==> src/rtl/fetch_stage.sv <==
// fetch_stage: instruction fetch in front of the control unit.
//   Holds the PC and reads 16-bit words from instruction memory over a
//   req/ack handshake. IADD and LDM take a second word as the immediate.
//   The fetched instruction is presented to decode with a valid/ready
//   handshake. Fetch stops after an accepted HLT until reset or redirect.
//
// Ports:
//   clk, reset              clock, synchronous active-high reset
//   imem_req/addr           read request and address (the current PC)
//   imem_ack/rdata          read data valid and instruction word
//   redirect_en/pc          load a new PC and flush whatever is in progress
//   out_valid/out_ready     handshake towards decode
//   opcode, instr, imm      presented instruction (opcode = instr[15:9])
//   pc_out                  address of the first word of the instruction
//   halted                  fetch stopped after HLT
module fetch_stage #(
    parameter int             AW       = 16,
    parameter logic [AW-1:0]  RESET_PC = '0,
    parameter logic [6:0]     OPC_IADD = 7'b0100000,
    parameter logic [6:0]     OPC_LDM  = 7'b0110101,
    parameter logic [6:0]     OPC_HLT  = 7'b1100001
) (
    input  logic          clk,
    input  logic          reset,
    output logic          imem_req,
    output logic [AW-1:0] imem_addr,
    input  logic          imem_ack,
    input  logic [15:0]   imem_rdata,
    input  logic          redirect_en,
    input  logic [AW-1:0] redirect_pc,
    output logic          out_valid,
    input  logic          out_ready,
    output logic [6:0]    opcode,
    output logic [15:0]   instr,
    output logic [15:0]   imm,
    output logic [AW-1:0] pc_out,
    output logic          halted
);

    typedef enum logic [1:0] {
        S_FETCH = 2'd0,
        S_IMM   = 2'd1,
        S_OUT   = 2'd2,
        S_HALT  = 2'd3
    } state_t;

    state_t        state_q, state_d;
    logic [AW-1:0] pc_q, pc_d;
    logic [15:0]   instr_q, instr_d;
    logic [15:0]   imm_q, imm_d;
    logic [AW-1:0] pc_out_q, pc_out_d;

    logic [6:0]    rd_opc;
    logic [AW-1:0] pc_inc;

    assign rd_opc = imem_rdata[15:9];
    // Wraps modulo 2^AW with no carry out.
    assign pc_inc = pc_q + AW'(1);

    always_comb begin
        state_d  = state_q;
        pc_d     = pc_q;
        instr_d  = instr_q;
        imm_d    = imm_q;
        pc_out_d = pc_out_q;

        if (redirect_en) begin
            // Flush: any ack this cycle and any held instruction are dropped;
            // instr/imm keep their old contents.
            pc_d    = redirect_pc;
            state_d = S_FETCH;
        end else begin
            case (state_q)
                S_FETCH: begin
                    if (imem_ack) begin
                        instr_d  = imem_rdata;
                        pc_out_d = pc_q;
                        imm_d    = '0;
                        pc_d     = pc_inc;
                        if (rd_opc == OPC_IADD || rd_opc == OPC_LDM)
                            state_d = S_IMM;
                        else
                            state_d = S_OUT;
                    end
                end
                S_IMM: begin
                    if (imem_ack) begin
                        imm_d   = imem_rdata;
                        pc_d    = pc_inc;
                        state_d = S_OUT;
                    end
                end
                S_OUT: begin
                    if (out_ready)
                        state_d = (instr_q[15:9] == OPC_HLT) ? S_HALT : S_FETCH;
                end
                default: ;  // S_HALT: only reset or redirect leave
            endcase
        end
    end

    always_ff @(posedge clk) begin
        if (reset) begin
            state_q  <= S_FETCH;
            pc_q     <= RESET_PC;
            instr_q  <= '0;
            imm_q    <= '0;
            pc_out_q <= '0;
        end else begin
            state_q  <= state_d;
            pc_q     <= pc_d;
            instr_q  <= instr_d;
            imm_q    <= imm_d;
            pc_out_q <= pc_out_d;
        end
    end

    assign imem_req  = (state_q == S_FETCH) || (state_q == S_IMM);
    assign imem_addr = pc_q;
    assign out_valid = (state_q == S_OUT);
    assign halted    = (state_q == S_HALT);
    assign instr     = instr_q;
    assign opcode    = instr_q[15:9];
    assign imm       = imm_q;
    assign pc_out    = pc_out_q;

endmodule

==> config.mk <==
export PLATFORM = sky130hd
export DESIGN_NAME = fetch_stage
export DESIGN_NICKNAME = d
export VERILOG_FILES = /design/src/rtl/fetch_stage.sv
export SDC_FILE = /design/constraint.sdc
export NUM_CORES = 1
export LEC_CHECK = 0
export CELL_PAD_IN_SITES_DETAIL_PLACEMENT = 1
export CELL_PAD_IN_SITES_GLOBAL_PLACEMENT = 2
export CORE_UTILIZATION = 26
export CTS_CLUSTER_SIZE = 40
export DETAILED_ROUTE_END_ITERATION = 8
export PLACE_DENSITY_LB_ADDON = 0.15
export SYNTH_ARGS = -nofsm -noshare
export SYNTH_HDL_FRONTEND = slang
export SYNTH_SLANG_ARGS = --single-unit
==> constraint.sdc <==
create_clock -name clk -period 4.7 [get_ports clk]
set_input_delay 0.705 -clock clk [delete_from_list [all_inputs] [get_ports clk]]
set_output_delay 0.705 -clock clk [all_outputs]
set_load 0.02 [all_outputs]
==> results of run 1 <==
## cell families after synthesis
logic type,count (synthesis),synth area share [%]
adders and majority gates,5,2.12
DFF,66,44.9
muxes,4,1.40
AOI/OAI and AO/OA,83,18.2
and+or+nand+nor,150,24.0
xor gates and xnor gates,8,2.38
buffers and inverters,44,7.05
## synthesized netlist by cell type (2+ instances only)
library cell,number
or3_1,3
nor4b_1,2
nor4_1,6
xor2_1,3
dfxtp_1,66
a22oi_1,17
buf_2,7
nand3b_1,4
mux2i_1,3
xnor2_1,5
nor2_1,28
a211o_1,2
nand2_1,76
inv_1,13
a31oi_1,3
a311o_1,2
nor2b_1,3
ha_1,5
nand4_1,4
o21ai_0,2
clkbuf_1,16
nor3_1,8
o31a_2,2
a21oi_1,40
buf_4,7
o21a_1,7
nand3_1,6
## layout make-up
cell class                 instances  area share (%)
inverter                          13            1.11
tap                              140            4.00
clock buffer                      10            5.23
sequential                        66            30.2
timing repair buffer             115            25.9
multi-input combinational        250            32.3
clock inverter                     5            1.29
## cell usage in the layout (no fill, tap or decap), drive strengths merged, types with 2 or more instances in the layout
cell type / Yosys / final
a211o: 2 / 2
a21oi: 40 / 40
a22oi: 17 / 17
a311o: 2 / 2
a31oi: 3 / 3
buf: 15 / 6
clkbuf: 16 / 10
clkdlybuf4s50: 0 / 109
clkinv: 0 / 3
dfxtp: 66 / 66
ha: 5 / 5
inv: 13 / 13
mux2i: 3 / 3
nand2: 76 / 76
nand3: 7 / 7
nand3b: 4 / 4
nand4: 5 / 5
nor2: 28 / 28
nor2b: 3 / 3
nor3: 8 / 8
nor4: 7 / 7
nor4b: 2 / 2
o21a: 7 / 7
o21ai: 4 / 4
o31a: 2 / 2
or3: 3 / 3
xnor2: 5 / 5
xor2: 3 / 3
## state kept, by name (all words and copies together) (netlist names)
signal,flops
imem_addr,16
imm,16
instr,16
pc_out,16
state_q,2
## report_power, final
part | leakage [nW] | total [mW] | switching, mW | internal [mW]
Combinational | 0.863 | 0.229 | 0.123 | 0.106
Sequential | 0.538 | 0.613 | 0.0298 | 0.583
Clock | 0.138 | 0.652 | 0.246 | 0.406
Total | 1.54 | 1.49 | 0.398 | 1.10
## final timing paths
kind	slack (ns)	depth (start not counted)	to	startpoint
setup / recovery	1.97	5	imem_req	state_q[0]$_SDFFE_PP0P_
hold / removal	0.45	2	pc_out[14]$_SDFFE_PP0P_	pc_out[14]$_SDFFE_PP0P_
setup reg to reg	2.45	6	instr[10]$_SDFFE_PP0P_	state_q[0]$_SDFFE_PP0P_
hold reg to reg	0.45	2	pc_out[14]$_SDFFE_PP0P_	pc_out[14]$_SDFFE_PP0P_
## metrics by stage
step | instance area [um^2] | utilization (%)
after floorplan | 2950 | -
after global placement | 4100 | 37.4
after detailed placement | 4100 | 37.4
after CTS | 4380 | 40.1
after global routing | 4380 | 40.1
final | 4380 | 40.1
## metal layers
| layer | part of all wire (%) | wire length (um) | track usage (%) | vias to the layer above |
|---|---|---|---|---|
| met5 | 0 | 0 | 0 | - |
| li1 | - | - | - | 1427 |
| met4 | 0.96 | 92 | 5.21 | 0 |
| met2 | 43 | 4140 | 24.5 | 78 |
| met1 | 51 | 4900 | 24.6 | 1356 |
| met3 | 5.0 | 478 | 4.22 | 14 |
## critical path: cells and delay by family, from the launching register on
family / cells / cell delay, ns
and+or+nand+nor: 1 / 0.32
adders and majority gates: 1 / 0.32
DFF: 1 / 0.35
buffers and inverters: 3 / 0.71
==> results.md, run 1 <==
* Number of nets at the end of the flow at 497
* Number of flip-flops and latches in the synthesized netlist at 66
* Longest individual stage delay on the worst path at 0.54 ns
* TritonCTS clock tree: done
* Final number of max-transition violations at 0
* Antenna violations before repair at 0
* Critical Path Sink Type: primary output
* Portion of the post-synthesis area used by sequential elements at 44.9%
* Final hold vios at 0
* Most used DFF post-synth: dfxtp_1
* Vert. Die Dim at 108 um
* Hold Crit Class: flip-flop to flip-flop
* Number of buffers inserted during clock tree synthesis at 9
* CP cell instances: inv_1, ha_1, nor2_1, inv_1, clkdlybuf4s50_1
* Remaining number of nets flagged by the antenna check after routing at 0
* Post-Synthesis Net Count at 402
* Required time at the endpoint of the critical path at 3.99 ns
* Number of enable-type register cells in the synthesized netlist at 0
* Hold-fix buffer count after cts at 0
* Filler Cell Count at 1,303
* Non-filler cells in the finished layout at 599
* Yosys warns at 0
* CTS clock-pin slew for the worst setup and hold paths at 0.05 ns
* Worst Path Class, Setup: flip-flop to primary output
* DRC at 0
* Wirelength, routed at 9.61 mm
* Largest area contributor in the synthesized netlist: dfxtp_1
* Global-route wire length before repair at 15.2 mm
* Worst slack at placement at 1.66 ns
* Min Clock Period, post-route at 2.73 ns
* Area used by sequential logic in the layout at 0.00132 mm^2
* Setup TNS at 0 ns
* Share of layout cells above drive strength 1 at 6.10%
* Number of core rows at 38
* Core region area at 0.0109 mm^2
* Number of gates resized after CTS at 0
* Global-route usage over all layers at 17.0%
* Highest ir drop seen on vdd at 0.000129 V
* Max transition margin at 26.3%
* Number of different library cells in the post-synthesis netlist at 47
* Top-area cell type share of the netlist area at 44.9%
* Total clock sinks at 66
* Vias in the first global route at 2,821
* Fraction of synthesis flops using an asynchronous set or reset pin at 0%
* Root buffer cell: clkbuf_16
* Remaining Overflow, GRT at 0
* Max cap viols at 0
* Sum of net half-perimeters after detailed placement at between 6 and 7 mm
* Measured slew at the worst slew-check pin at ~1.1 ns
* Dominant cell type by count on the critical path: inv_1
* Reported leakage power at 1.54 nW
* Starting density of the core at 26.9%
* Critical-path top delay cell: clkdlybuf4s50_1
* Die Span X at around 110 um
* Clk_skew at 0.0105 ns
* Total die area at 0.0118 mm^2
* Post-CTS Setup Repair Bufs at 0
* Launching element type of the critical path: flip-flop
* Maximum fanout encountered on the critical timing path at 7
* Number of design-rule violations left by the first detailed-router iteration at 115
* Worst-case hold slack at 0.453 ns
* Endpoint arrival time on the critical path at 2.02 ns
* Power density over cell area at 341 mW/mm^2
* Final estimated routing congestion in global placement at between 0.7 and 0.8
* Layout area overhead at 48.7%
* Number of instances in the synthesized netlist at between 300 and 400
* Initial DRT Pass Iterations at 4
* Via count at ~2,900
* Outcome: completed
* Largest net degree at the start of global routing at 41
* Max Root-Sink Buffers at 2
* IO buf count at 110
* DR vias/cell at roughly 4.8
* Sum of internal, switching and leakage power at 1.49 mW
* H-tree depth at 3
* Average cell area after synthesis at about 8 um^2
* Ports placed on the boundary at 111
* Antenna fix cells at 0
* Main area contributors after synthesis: dfxtp_1 (45%), nand2_1 (9.7%), a21oi_1 (6.8%)
* Total area of multi-input combinational cells at around 0.0014 mm^2
* Share of the clock period used by the worst path at 58.0%
* Placed cell count at between 500 and 600
* Clock latency on the worst-skew pair at 0.33 ns
* Setup WS post-layout at 1.97 ns
* Unrepaired setup endpoints after global routing: false
* Mapped cell area at a little under 0.003 mm^2
* Routed len/inst at about 16 um
* Final-report setup violation count at 0
* Max Clock Freq at 367 MHz
Power figures use the tool's default switching activity.
==> inputs of run 2 (changes only) <==
--- a/config.mk
+++ b/config.mk
@@ -7,7 +7,7 @@
 export LEC_CHECK = 0
 export CELL_PAD_IN_SITES_DETAIL_PLACEMENT = 1
 export CELL_PAD_IN_SITES_GLOBAL_PLACEMENT = 2
-export CORE_UTILIZATION = 26
+export CORE_UTILIZATION = 24
 export CTS_CLUSTER_SIZE = 40
 export DETAILED_ROUTE_END_ITERATION = 8
 export PLACE_DENSITY_LB_ADDON = 0.15
==> constraint.sdc (replaced) <==
create_clock -name clk -period 2.7 [get_ports clk]
set_input_delay 0.405 -clock clk [delete_from_list [all_inputs] [get_ports clk]]
set_output_delay 0.405 -clock clk [all_outputs]
set_load 0.02 [all_outputs]
==> results.md, run 2 (synthesized netlist as in run 1, its figures left out) <==
* Outcome: completed
* Final standard cell area without fillers at 0.00448 mm^2
* Via count at 2,927
* Number of design-rule violations left by the first detailed-router iteration at 104
* Final hold vios at 0
* Required time at the endpoint of the critical path at 2.30 ns
* Fraction of power consumed by sequential logic at 38.5%
* Final number of max-transition violations at 0
* Most frequent cells in the layout: clkdlybuf4s50_1 (109), nand2_1 (76), dfxtp_1 (66)
* DRC at 0
* Share of the clock period used by the worst path at 87.2%
* Sum of net half-perimeters after detailed placement at 7.03 mm
* Layout area overhead at 52.3%
* Clk_skew at ~0.0066 ns
* Max cap viols at 0
* Total die area at 0.0127 mm^2
* Global-route wire length before repair at 15.8 mm
* Post-DP Area at 0.00416 mm^2
* Setup TNS at 0 ns
* Launching element type of the critical path: flip-flop
* Number of buffers inserted during clock tree synthesis at 9
* Area used by sequential logic in the layout at 0.00132 mm^2
* Starting density of the core at 24.5%
* DR vias/cell at 4.77
* Antenna violations before repair at 0
* Share of layout cells above drive strength 1 at 7.92%
* Final estimated routing congestion in global placement at ~0.7
* Highest ir drop seen on vdd at 0.000275 V
* Final-report setup violation count at 0
* Total clock sinks at 66
* Sum of internal, switching and leakage power at roughly 2.8 mW
* Commonest non-fill, non-tap cell in the layout: clkdlybuf4s50_1
* H-tree depth at 3
* Endpoint arrival time on the critical path at 1.95 ns
* Ports placed on the boundary at 111
* Hold Crit Class: flip-flop to flip-flop
* Wirelength, routed at 9.87 mm
* Number of nets at the end of the flow at 504
* Number of core rows at 40
* Remaining Overflow, GRT at 0
* Max Root-Sink Buffers at 2
* Worst Path Class, Setup: flip-flop to primary output
* Die Span X at 113 um
* Critical Path Sink Type: primary output
* TritonCTS clock tree: done
* Filler Cell Count at 1,424
* Hold-fix buffer count after cts at 0
* Remaining number of nets flagged by the antenna check after routing at 0
* CTS clock-pin slew for the worst setup and hold paths at about 0.06 ns
* Global-route usage over all layers at 16.0%
* Reported leakage power at around 1.6 nW
* Clock latency on the worst-skew pair at ~0.33 ns
* Unrepaired setup endpoints after global routing: false
* Vias in the first global route at 2,982
* Max transition margin at 60.6%
* Total area of multi-input combinational cells at between 0.001 and 0.0015 mm^2
* Power density over cell area at about 620 mW/mm^2
* Net switching fraction of the power at roughly 26%
* NetSw at 0.718 mW
* Routed len/inst at 16.1 um
* Core region area at 0.0120 mm^2
* Number of gates resized after CTS at 0
* Max Clock Freq at 425 MHz
* IO buf count at 110
* Antenna fix cells at 0
* Min Clock Period, post-route at 2.35 ns
* Root buffer cell: clkbuf_16
* Cell internal pwr at 2.04 mW
* Clock network fraction of design power at 46.5%
* Largest net degree at the start of global routing at 30
* Measured slew at the worst slew-check pin at just under 0.6 ns
* Vert. Die Dim at 113 um
* Proportion of power drawn by combinational gates at approximately 15%
* Maximum fanout encountered on the critical timing path at 6
* Initial DRT Pass Iterations at 4
* Post-CTS Setup Repair Bufs at 0
==> run 2: layout make-up <==
| type | instances | share of cell area, % |
|---|---|---|
| Multi-Input combinational cell | 250 | 31.6 |
| Sequential cell | 66 | 29.5 |
| Clock inverter | 6 | 1.98 |
| Tap cell | 147 | 4.10 |
| Timing Repair Buffer | 122 | 26.5 |
| Clock buffer | 10 | 5.33 |
| Inverter | 13 | 1.09 |
==> run 2: per-layer routing <==
| metal | global-route usage [%] | wire length (um) |
|---|---|---|
| met5 | 0 | 0 |
| met4 | 5.33 | 106 |
| met3 | 4.28 | 536 |
| met2 | 24.7 | 4400 |
| met1 | 21.5 | 4820 |
==> run 2: final timing paths <==
| kind | from | depth (start not counted) | endpoint | slack, ns |
|---|---|---|---|---|
| max | state_q[1]$_SDFFE_PP0P_ | 5 | imem_req | 0.35 |
| min | pc_out[11]$_SDFFE_PP0P_ | 2 | pc_out[11]$_SDFFE_PP0P_ | 0.45 |
| max reg2reg | imem_addr[1]$_SDFFE_PP0P_ | 5 | imem_addr[14]$_SDFFE_PP0P_ | 0.79 |
| min reg2reg | pc_out[11]$_SDFFE_PP0P_ | 2 | pc_out[11]$_SDFFE_PP0P_ | 0.45 |
==> run 2: power groups by stage <==
stage / clock [mW] / sequential (mW) / combinational, mW
after floorplan: 0 / 1.12 / 0.173
after global placement: 0 / 1.08 / 0.415
after detailed placement: 0 / 1.08 / 0.419
after CTS: 1.32 / 1.06 / 0.421
after global routing: 1.37 / 1.07 / 0.449
final: 1.28 / 1.06 / 0.415
==> run 2: stage by stage <==
step,hold WS [ns],std cells,utilization (%),worst slack [ns]
2_1_floorplan,0.513,360,-,1.02
6_report,0.452,614,37.3,0.345
3_5_place_dp,0.449,598,34.6,0.496
5_1_grt,0.480,614,37.3,0.188
4_1_cts,0.457,614,37.3,0.298
3_3_place_gp,0.441,598,34.6,0.535
==> run 2: critical path, cell delays in order, from the launching register on <==
cell and delay, ns:
dfxtp_1 0.38, inv_1 0.08, ha_1 0.29, nor2_1 0.25
inv_1 0.07, clkdlybuf4s50_1 0.54
